<file path="src/rtl/draw_background_param_if.sv">
// Timing bundle plus background controls, in and out of the background stage.
interface draw_background_param_if #(
    parameter int CNT_W = 11,
    parameter int RGB_W = 12
);
    logic [CNT_W-1:0] hcount_in;
    logic [CNT_W-1:0] vcount_in;
    logic             hsync_in;
    logic             vsync_in;
    logic             hblnk_in;
    logic             vblnk_in;
    logic [1:0]       mode_in;
    logic             scroll_en;
    logic [CNT_W-1:0] hcount_out;
    logic [CNT_W-1:0] vcount_out;
    logic             hsync_out;
    logic             vsync_out;
    logic             hblnk_out;
    logic             vblnk_out;
    logic [RGB_W-1:0] rgb_out;
    logic [7:0]       frame_cnt_out;

    modport master (
        output hcount_in, vcount_in, hsync_in, vsync_in,
        output hblnk_in, vblnk_in, mode_in, scroll_en,
        input  hcount_out, vcount_out, hsync_out, vsync_out,
        input  hblnk_out, vblnk_out, rgb_out, frame_cnt_out
    );

    modport slave (
        input  hcount_in, vcount_in, hsync_in, vsync_in,
        input  hblnk_in, vblnk_in, mode_in, scroll_en,
        output hcount_out, vcount_out, hsync_out, vsync_out,
        output hblnk_out, vblnk_out, rgb_out, frame_cnt_out
    );
endinterface

</file>
<file path="src/rtl/draw_background_param.sv">
// Parametrised VGA background: solid, frame, checkerboard or colour bars,
// with mode and scroll latched only on the vblank rising edge.
module draw_background_param #(
    parameter int               CNT_W     = 11,
    parameter int               RGB_W     = 12,
    parameter int               H_ACTIVE  = 1024,
    parameter int               V_ACTIVE  = 768,
    parameter int               BORDER    = 1,
    parameter int               CELL_LOG2 = 5,
    parameter int               BAR_LOG2  = 7,
    parameter int               PIPE      = 1,
    parameter logic [RGB_W-1:0] BLANK_RGB = RGB_W'(12'h333),
    parameter logic [RGB_W-1:0] FILL_RGB  = RGB_W'(12'h000)
) (
    input logic pclk,
    input logic rst,
    draw_background_param_if.slave bus
);
    localparam int CH_W = RGB_W / 3;
    localparam logic [CNT_W-1:0] H_ACT = CNT_W'(H_ACTIVE);
    localparam logic [CNT_W-1:0] V_ACT = CNT_W'(V_ACTIVE);
    localparam logic [CNT_W-1:0] BRD   = CNT_W'(BORDER);
    localparam logic [CNT_W-1:0] H_LO  = CNT_W'(H_ACTIVE - BORDER);
    localparam logic [CNT_W-1:0] V_LO  = CNT_W'(V_ACTIVE - BORDER);

    typedef enum logic [1:0] {
        SOLID   = 2'd0,
        FRAME   = 2'd1,
        CHECKER = 2'd2,
        BARS    = 2'd3
    } mode_t;

    typedef struct packed {
        logic [CNT_W-1:0] h;
        logic [CNT_W-1:0] v;
        logic             hs;
        logic             vs;
        logic             hb;
        logic             vb;
        logic [RGB_W-1:0] rgb;
        logic [7:0]       fc;
    } pix_t;

    mode_t            mode_q, mode_d;
    logic [CNT_W-1:0] offset_q, offset_d;
    logic [7:0]       frame_cnt_q, frame_cnt_d;
    logic             vblnk_prev_q, vblnk_prev_d;
    pix_t [PIPE-1:0]  pipe_q, pipe_d;

    logic             frame_edge;
    logic [CNT_W-1:0] hs;
    logic [2:0]       bar;
    logic [RGB_W-1:0] rgb_c;
    logic             unused_hs;

    function automatic logic [RGB_W-1:0] col(
        input logic r, input logic g, input logic b
    );
        return {{CH_W{r}}, {CH_W{g}}, {CH_W{b}}};
    endfunction

    assign frame_edge = bus.vblnk_in & ~vblnk_prev_q;
    assign hs         = bus.hcount_in + offset_q;
    assign bar        = hs[BAR_LOG2+2 -: 3];
    assign unused_hs  = ^hs;

    always_comb begin
        mode_d       = mode_q;
        offset_d     = offset_q;
        frame_cnt_d  = frame_cnt_q;
        vblnk_prev_d = bus.vblnk_in;
        if (frame_edge) begin
            mode_d      = mode_t'(bus.mode_in);
            frame_cnt_d = frame_cnt_q + 8'd1;
            if (bus.scroll_en)
                offset_d = offset_q + CNT_W'(1);
        end
    end

    always_comb begin
        rgb_c = FILL_RGB;
        if (bus.hblnk_in || bus.vblnk_in) begin
            rgb_c = BLANK_RGB;
        end else if (bus.hcount_in >= H_ACT || bus.vcount_in >= V_ACT) begin
            rgb_c = FILL_RGB;
        end else begin
            unique case (mode_q)
                SOLID: rgb_c = FILL_RGB;
                FRAME: begin
                    if (bus.vcount_in < BRD)
                        rgb_c = col(1'b0, 1'b0, 1'b1);
                    else if (bus.vcount_in >= V_LO)
                        rgb_c = col(1'b1, 1'b0, 1'b1);
                    else if (bus.hcount_in < BRD)
                        rgb_c = col(1'b0, 1'b1, 1'b0);
                    else if (bus.hcount_in >= H_LO)
                        rgb_c = col(1'b1, 1'b0, 1'b0);
                    else
                        rgb_c = FILL_RGB;
                end
                CHECKER: begin
                    rgb_c = (hs[CELL_LOG2] ^ bus.vcount_in[CELL_LOG2])
                          ? '1 : '0;
                end
                BARS: rgb_c = col(~bar[1], ~bar[2], ~bar[0]);
                default: rgb_c = FILL_RGB;
            endcase
        end
    end

    // Stage 0 carries the freshly painted pixel; later stages only delay.
    always_comb begin
        pipe_d       = pipe_q;
        pipe_d[0].h  = bus.hcount_in;
        pipe_d[0].v  = bus.vcount_in;
        pipe_d[0].hs = bus.hsync_in;
        pipe_d[0].vs = bus.vsync_in;
        pipe_d[0].hb = bus.hblnk_in;
        pipe_d[0].vb = bus.vblnk_in;
        pipe_d[0].rgb = rgb_c;
        pipe_d[0].fc = frame_cnt_q;
        for (int i = 1; i < PIPE; i++)
            pipe_d[i] = pipe_q[i-1];
    end

    always_ff @(posedge pclk or negedge rst) begin
        if (!rst) begin
            mode_q       <= FRAME;
            offset_q     <= '0;
            frame_cnt_q  <= '0;
            vblnk_prev_q <= 1'b1;
            pipe_q       <= '0;
        end else begin
            mode_q       <= mode_d;
            offset_q     <= offset_d;
            frame_cnt_q  <= frame_cnt_d;
            vblnk_prev_q <= vblnk_prev_d;
            pipe_q       <= pipe_d;
        end
    end

    assign bus.hcount_out    = pipe_q[PIPE-1].h;
    assign bus.vcount_out    = pipe_q[PIPE-1].v;
    assign bus.hsync_out     = pipe_q[PIPE-1].hs;
    assign bus.vsync_out     = pipe_q[PIPE-1].vs;
    assign bus.hblnk_out     = pipe_q[PIPE-1].hb;
    assign bus.vblnk_out     = pipe_q[PIPE-1].vb;
    assign bus.rgb_out       = pipe_q[PIPE-1].rgb;
    assign bus.frame_cnt_out = pipe_q[PIPE-1].fc;
endmodule

</file>
<file path="src/flat_wrapper.sv">
// flat-port wrapper written by rule: the top's interface ports become plain ports
module draw_background_param_flat 
#(
    parameter int               CNT_W     = 11,
    parameter int               RGB_W     = 12,
    parameter int               H_ACTIVE  = 1024,
    parameter int               V_ACTIVE  = 768,
    parameter int               BORDER    = 1,
    parameter int               CELL_LOG2 = 5,
    parameter int               BAR_LOG2  = 7,
    parameter int               PIPE      = 1,
    parameter logic [RGB_W-1:0] BLANK_RGB = RGB_W'(12'h333),
    parameter logic [RGB_W-1:0] FILL_RGB  = RGB_W'(12'h000)
)
  (pclk, rst, bus_hcount_in, bus_vcount_in, bus_hsync_in, bus_vsync_in, bus_hblnk_in, bus_vblnk_in, bus_mode_in, bus_scroll_en, bus_hcount_out, bus_vcount_out, bus_hsync_out, bus_vsync_out, bus_hblnk_out, bus_vblnk_out, bus_rgb_out, bus_frame_cnt_out);
  draw_background_param_if #(.CNT_W(CNT_W), .RGB_W(RGB_W)) bus_i ();
  input logic pclk;
  input logic rst;
  input wire logic [$bits(bus_i.hcount_in)-1:0] bus_hcount_in;
  input wire logic [$bits(bus_i.vcount_in)-1:0] bus_vcount_in;
  input wire logic [$bits(bus_i.hsync_in)-1:0] bus_hsync_in;
  input wire logic [$bits(bus_i.vsync_in)-1:0] bus_vsync_in;
  input wire logic [$bits(bus_i.hblnk_in)-1:0] bus_hblnk_in;
  input wire logic [$bits(bus_i.vblnk_in)-1:0] bus_vblnk_in;
  input wire logic [$bits(bus_i.mode_in)-1:0] bus_mode_in;
  input wire logic [$bits(bus_i.scroll_en)-1:0] bus_scroll_en;
  output wire logic [$bits(bus_i.hcount_out)-1:0] bus_hcount_out;
  output wire logic [$bits(bus_i.vcount_out)-1:0] bus_vcount_out;
  output wire logic [$bits(bus_i.hsync_out)-1:0] bus_hsync_out;
  output wire logic [$bits(bus_i.vsync_out)-1:0] bus_vsync_out;
  output wire logic [$bits(bus_i.hblnk_out)-1:0] bus_hblnk_out;
  output wire logic [$bits(bus_i.vblnk_out)-1:0] bus_vblnk_out;
  output wire logic [$bits(bus_i.rgb_out)-1:0] bus_rgb_out;
  output wire logic [$bits(bus_i.frame_cnt_out)-1:0] bus_frame_cnt_out;
  assign bus_i.hcount_in = bus_hcount_in;
  assign bus_i.vcount_in = bus_vcount_in;
  assign bus_i.hsync_in = bus_hsync_in;
  assign bus_i.vsync_in = bus_vsync_in;
  assign bus_i.hblnk_in = bus_hblnk_in;
  assign bus_i.vblnk_in = bus_vblnk_in;
  assign bus_i.mode_in = bus_mode_in;
  assign bus_i.scroll_en = bus_scroll_en;
  assign bus_hcount_out = bus_i.hcount_out;
  assign bus_vcount_out = bus_i.vcount_out;
  assign bus_hsync_out = bus_i.hsync_out;
  assign bus_vsync_out = bus_i.vsync_out;
  assign bus_hblnk_out = bus_i.hblnk_out;
  assign bus_vblnk_out = bus_i.vblnk_out;
  assign bus_rgb_out = bus_i.rgb_out;
  assign bus_frame_cnt_out = bus_i.frame_cnt_out;
  draw_background_param #(.CNT_W(CNT_W), .RGB_W(RGB_W), .H_ACTIVE(H_ACTIVE), .V_ACTIVE(V_ACTIVE), .BORDER(BORDER), .CELL_LOG2(CELL_LOG2), .BAR_LOG2(BAR_LOG2), .PIPE(PIPE), .BLANK_RGB(BLANK_RGB), .FILL_RGB(FILL_RGB)) u_core (.pclk(pclk), .rst(rst), .bus(bus_i));
endmodule
</file>
<file path="config.mk">
export PLATFORM = sky130hd
export DESIGN_NAME = draw_background_param_flat
export DESIGN_NICKNAME = d
export VERILOG_FILES = /design/src/rtl/draw_background_param_if.sv /design/src/rtl/draw_background_param.sv /design/src/flat_wrapper.sv
export SDC_FILE = /design/constraint.sdc
export NUM_CORES = 1
export LEC_CHECK = 0
export BUFFER_PORTS_ARGS = -buffer_cell sky130_fd_sc_hd__buf_2
export CAP_MARGIN = 30
export CELL_PAD_IN_SITES_DETAIL_PLACEMENT = 2
export CELL_PAD_IN_SITES_GLOBAL_PLACEMENT = 2
export CORE_MARGIN = 3
export CORE_UTILIZATION = 32
export CTS_CLUSTER_DIAMETER = 120
export CTS_CLUSTER_SIZE = 10
export DETAILED_ROUTE_END_ITERATION = 10
export GPL_TIMING_DRIVEN = 0
export PLACE_DENSITY = 0.86
export REMOVE_ABC_BUFFERS = 1
export SYNTH_ARGS = -nofsm -noshare
export SYNTH_HDL_FRONTEND = slang
export SYNTH_SLANG_ARGS = --single-unit
</file>
<file path="constraint.sdc">
create_clock -name pclk -period 2.6 [get_ports pclk]
set_input_delay 0.39 -clock pclk [delete_from_list [all_inputs] [get_ports pclk]]
set_output_delay 0.39 -clock pclk [all_outputs]
set_load 0.01 [all_outputs]
</file>
==> impl_results.md, run 1 <==
* Htree depth at 3
* First-pass GRT wire length at 10.8 mm
* Top cells by count, synth: dfrtp_1 (59), nand2_1 (22), xnor2_1 (12)
* Total negative slack at 0 ns
* Die area at 9060 um^2
* Setup violators final at 0
* Drt total wl at 6.48 mm
* DRC Markers at 0
* Largest net degree at the start of global routing at 36
* Crit Reg-Reg Startpoint: u_core.offset_q[7]$_DFFE_PN0P_
* P per Cell Area at 847 nW/um^2
* Total CTS buffers at 9
* DR pass1 iterations at 3
* Unrepaired setup endpoints after global routing: false
* Synthesis-stage register bit count at 61
* Syn. warnings at 0
* Leakage power total at 0.00155 uW
* Hold Crit Class: input pin to async pin
* Fin. max-slew vios at 0
* Placer Congestion at 0.765
* Final min period at 2.18 ns
* Clk Latency, worst-skew pair at 0.34 ns
* Layout overhead on the synthesized area at 27.7%
* CP Class: register to register
* Maximum VDD drop at 263 uV
* Leading area contributor after synthesis: dfrtp_1
* Hold Vio Cnt, Final at 0
* CTS tree: yes
* Die Span Y at 95.2 um
* Setup crit end kind: register
* WP buf/inv at 0
* Sequential fraction of the synthesis area at 60.1%
* Initial antenna violation count at 0
* Syn avg cell area at 12.4 um^2
* Slowest CP cell: ha_1
* Non-Filler Instances at 388
* Share of post-route cells with drive strength above 1 at 36.7%
* DRT iter0 DRCs at 39
* Crit-path cells: ha_1 > nand2_1 > a2111oi_1 > a211oi_2 > mux2i_1 > or3b_1
* Cell Area, Synth at 2540 um^2
* Fin nets at 325
* Ant. Diodes at 0
* Number of vias per cell at 4.91
* Post-route antenna net violation count at 0
* EDFF count, synth at 0
* Maximum clock rate at 459 MHz
* Family with the most delay on the worst path: compound AO/OA/AOI/OAI gates
* Startpoint types: register
* Synth async-reset ratio at 100%
* Core area at 7490 um^2
* DP HPWL at 5.00 mm
* Post CTS Setup Buffer Count at 0
* Placed cells at 372
* Worst Tran Pin Value at 0.715 ns
* Maxcap violations at 0
* Max-Slew Margin vs Limit at 52.3%
* Hold-fix buffers, CTS at 0
* # IOs at 77
* R2r endpoint: u_core.bus.rgb_out[9]$_DFF_PN0_
* FF-to-FF path depth at 6
* Core Rows at 31
* Post-CTS Resized at 0
* Clock Root Buffer: clkbuf_8
* Post-DR wirelength/cell at 16.7 um
* Unique masters post-synth at 43
* Largest stage delay on the critical path at 0.44 ns
* Initial Util at 34.0%
* GRT overflow at 0
* Dominant synthesized flop cell: dfrtp_1
* Largest cells by area after synthesis: dfrtp_1 (58%), ha_1 (4.9%), xnor2_1 (4.1%)
* Highest fanout seen on the critical path at 7
* IO Port Bufs at 76
* Setup slack, reg-to-reg at 0.42 ns
* CP required at 2.82 ns
* Clock skew at 0.0106 ns
* Area share of the largest cell type after synthesis at 58.0%
* Clock transition at path regs at 0.08 ns
* Count leader, synth: dfrtp_1
* Crit path DAT at 2.40 ns
* Number of global-route vias before repair at 2,169
* GRT Total Usage at 15.7%
* Final period util at 83.8%
* Clock sink count at 61
* Status: finished, final reports clean
* Gate count of the mapped netlist at 205
* Vias at 1,904
* Die width at 95.2 um
* Clock Tree Buf Depth at 2
-- cells by family after synthesis --
| kind of cell | count (synthesis) | synth area share [%] |
|---|---|---|
| AND/OR/NAND/NOR | 70 | 14.9 |
| flip-flops | 61 | 60.1 |
| AO/OA/AOI/OAI | 29 | 8.75 |
| XOR/XNOR | 18 | 6.19 |
| buffers and inverters | 12 | 3.05 |
| adder cells (fa/ha/maj) | 10 | 4.92 |
| multiplexers | 5 | 2.11 |
-- worst max-delay path by stage --
stage | from | endpoint | slack (ns) | cells past startpoint
floorplan | u_core.offset_q[2]$_DFFE_PN0P_ | u_core.bus.rgb_out[9]$_DFF_PN0_ | 0.65 | 6
global placement | bus_hcount_in[5] | u_core.bus.rgb_out[9]$_DFF_PN0_ | 0.41 | 7
detailed placement | bus_hcount_in[2] | u_core.bus.rgb_out[9]$_DFF_PN0_ | 0.37 | 7
finish | u_core.offset_q[7]$_DFFE_PN0P_ | u_core.bus.rgb_out[9]$_DFF_PN0_ | 0.42 | 6
CTS | u_core.offset_q[7]$_DFFE_PN0P_ | u_core.bus.rgb_out[9]$_DFF_PN0_ | 0.42 | 6
global route | u_core.offset_q[7]$_DFFE_PN0P_ | u_core.bus.rgb_out[9]$_DFF_PN0_ | 0.23 | 6
-- stage by stage --
step | hold WS (ns) | power (uW) | util [%] | setup WS [ns] | area (um^2)
finish | 0.0421 | 2750 | 43.4 | 0.421 | 3250
global route | 0.0808 | 2920 | 43.4 | 0.226 | 3250
CTS | 0.0477 | 2800 | 43.4 | 0.424 | 3250
detailed placement | 0.396 | 1740 | 40.1 | 0.373 | 3000
global placement | 0.390 | 1690 | 39.8 | 0.415 | 2980
floorplan | 0.0944 | 1500 | - | 0.652 | 2480
-- layer usage --
layer	part of all wire [%]	up-vias	global-route usage (%)	routed length, um
met3	4.7	9	3.63	303
met2	54	47	27.9	3480
met1	40	955	17.6	2560
li1	-	893	-	-
met5	0	-	0	0
met4	2.1	0	7.45	133
-- layout make-up --
cell class | count | area (um^2)
fillers | 797 | 4240
flip-flops and latches | 61 | 1530
inverters | 3 | 11.3
multi-input cells | 132 | 938
clock buffers | 9 | 124
well taps | 99 | 124
repair buffers | 77 | 400
clock inverters | 7 | 124
-- layout by cell type, fill, tap and decap left out, drive strengths merged, types with 2 or more instances in the layout --
cell type,n
a2111oi,2
a211oi,4
a21oi,9
a31oi,3
and3,7
and4,2
buf,77
bufinv,3
clkbuf,9
clkinv,3
dfrtp,59
dfstp,2
ha,10
inv,3
mux2,3
mux2i,2
nand2,22
nand3,5
nand4,8
nor2,10
nor3,3
nor4,5
o21ai,4
o31ai,2
or3,2
or4,2
xnor2,12
xor2,6
-- power by group --
part           switching [uW]  internal [uW]  leakage, uW  total, uW
clock                     398            641     0.000120       1040
combinational             269            211     0.000682        480
sequential                129           1100     0.000746       1230
total                     796           1960      0.00155       2750
-- flip-flops by register name, indices dropped and copies added (netlist names) --
register / count
u_core.bus.vcount_out: 11
u_core.offset_q: 10
u_core.bus.hcount_out: 11
u_core.bus.rgb_out: 6
u_core.mode_q: 2
u_core.bus.hblnk_out: 1
u_core.frame_cnt_q: 8
u_core.vblnk_prev_q: 1
u_core.bus.vsync_out: 1
u_core.bus.vblnk_out: 1
u_core.bus.hsync_out: 1
u_core.bus.frame_cnt_out: 8
Power figures use the tool's default switching activity.
==> inputs of run 2 (changes only) <==
- clock period: 2.6 -> 2.22 ns (I/O delays scaled with it)
==> impl_results.md, run 2 (synthesis results as in run 1) <==
* Clk Latency, worst-skew pair at 0.34 ns (about the same)
* Htree depth at 3 (unchanged)
* Number of vias per cell at 4.91 (about the same)
* CP required at 2.44 ns (-0.38 ns)
* Total CTS buffers at 9 (unchanged)
* Status: finished, final reports clean
* Die width at 95.2 um (unchanged)
* P per Cell Area at 991 nW/um^2 (+17%)
* Hold Vio Cnt, Final at 0 (unchanged)
* Fin. max-slew vios at 0 (unchanged)
* IO Port Bufs at 76 (unchanged)
* DP HPWL at 5.00 mm (unchanged)
* Commonest cells after routing, fill and taps aside: buf_2 (76), dfrtp_1 (59), nand2_1 (22)
* Ant. Diodes at 0 (unchanged)
* DRC Markers at 0 (unchanged)
* Number of global-route vias before repair at 2,172 (+0.14%)
* Setup crit end kind: register
* Clock sink count at 61 (unchanged)
* Post CTS Setup Buffer Count at 0 (unchanged)
* Largest net degree at the start of global routing at 36 (unchanged)
* Die Span Y at 95.2 um (unchanged)
* Maximum VDD drop at 313 uV (+19%)
* Post-route antenna net violation count at 0 (unchanged)
* Leakage power total at 0.00155 uW (+0.41%)
* Total negative slack at 0 ns (unchanged)
* DR pass1 iterations at 4 (+1)
* Layout overhead on the synthesized area at 28.6%
* Setup violators final at 0 (unchanged)
* Vias at 1,909 (+0.26%)
* Fin nets at 326 (+0.31%)
* Placed cells at 372 (unchanged)
* CP Class: register to register
* Crit path DAT at 2.31 ns (-0.09 ns)
* Placer Congestion at 0.765 (unchanged)
* Pre-CTS WS at 0.0502 ns (-0.323 ns)
* Fill cells at 791 (-0.75%)
* Initial Util at 34.0% (unchanged)
* GRT overflow at 0 (unchanged)
* Clock skew at 0.00992 ns (-0.000697 ns)
* Clock Tree Buf Depth at 2 (unchanged)
* Slowest CP cell: dfrtp_1
* First-pass GRT wire length at 10.8 mm (+0.13%)
* Final min period at 2.10 ns (-0.0825 ns)
* Die area at 9060 um^2 (unchanged)
* Initial antenna violation count at 0 (unchanged)
* Final period util at 94.4% (+11 points)
* Worst Tran Pin Value at 0.710 ns (-0.00492 ns)
* Startpoint types: register
* Largest stage delay on the critical path at 0.44 ns (about the same)
* Core area at 7490 um^2 (unchanged)
* Clock transition at path regs at 0.08 ns (about the same)
* Highest fanout seen on the critical path at 5 (-2)
* Final WS setup at 0.124 ns (-0.298 ns)
* Non-Filler Instances at 389 (+0.26%)
* Post-DR wirelength/cell at 16.8 um (+0.44%)
* Maximum clock rate at 477 MHz (+3.9%)
* GRT Total Usage at 15.7% (+0.017 points)
* Maxcap violations at 0 (unchanged)
* Drt total wl at 6.52 mm (+0.69%)
* Share of post-route cells with drive strength above 1 at 36.9% (+0.22 points)
* Most common cell after layout, fill and taps aside: buf_2
* Crit-path cells: ha_1 > nand2_1 > a21o_1 > and4_4 > o31ai_1 > or3b_1
* Core Rows at 31 (unchanged)
* # IOs at 77 (unchanged)
* Hold Crit Class: input pin to register
* Max-Slew Margin vs Limit at 52.6% (+0.33 points)
* DRT iter0 DRCs at 46 (+18%)
* CTS tree: yes
* Clock Root Buffer: clkbuf_8
run 2: metal layers:
layer  up-vias  global-route usage (%)  part of all wire (%)
met2        49                    27.9                    54
met5         -                       0                     0
met4         0                    7.45                   2.1
met1       954                    17.6                    39
met3        11                    3.63                   4.6
li1        895                       -                     -
run 2: path summary, 6_finish.rpt:
kind	from	depth (start not counted)	slack, ns	endpoint
max reg2reg	u_core.offset_q[4]$_DFFE_PN0P_	6	0.12	u_core.bus.rgb_out[9]$_DFF_PN0_
max in group asynchronous	rst	3	1.05	u_core.mode_q[0]$_DFFE_PN1P_
max	u_core.offset_q[4]$_DFFE_PN0P_	6	0.12	u_core.bus.rgb_out[9]$_DFF_PN0_
min reg2reg	u_core.frame_cnt_q[7]$_DFFE_PN0P_	0	0.42	u_core.bus.frame_cnt_out[7]$_DFF_PN0_
min in group asynchronous	rst	2	0.52	u_core.bus.vsync_out$_DFF_PN0_
min	bus_vsync_in	1	0.09	u_core.bus.vsync_out$_DFF_PN0_
run 2: worst max-delay path, delay by kind of cell (launching register included):
family,cells,cell delay [ns]
compound gates,2,0.43
fa+ha+maj,1,0.41
flops,1,0.44
simple gates,3,0.70
run 2: per-stage QoR:
| step | utilization [%] | hold WS [ns] | cell area (um^2) | total power [uW] |
|---|---|---|---|---|
| 6_report | 43.7 | 0.0915 | 3270 | 3240 |
| 3_3_place_gp | 39.8 | 0.390 | 2980 | 1980 |
| 3_5_place_dp | 40.1 | 0.368 | 3000 | 2040 |
| 2_1_floorplan | - | 0.0374 | 2480 | 1760 |
| 5_1_grt | 43.7 | 0.0734 | 3270 | 3440 |
| 4_1_cts | 43.6 | 0.0748 | 3260 | 3270 |
run 2: timing repair:
action                                  4_1_cts  5_1_grt
endpoints found under the setup margin        0        3
gates resized for setup                       0        2
hold endpoints to repair                     10        0
hold buffers                                  1        0
run 2: report_power, final:
part	total (uW)	leakage, uW	switching [uW]	internal (uW)
clock	1220	0.000120	466	751
sequential	1450	0.000746	152	1290
combinational	582	0.000688	329	253
total	3240	0.00155	946	2300
run 2: layout make-up:
type | count | area (um^2) | share of cell area, %
clock buffers | 9 | 124 | 3.78
multi-input cells | 132 | 951 | 29.1
inverters | 3 | 11.3 | 0.344
repair buffers | 78 | 410 | 12.5
flip-flops and latches | 61 | 1530 | 46.7
well taps | 99 | 124 | 3.78
clock inverters | 7 | 124 | 3.78
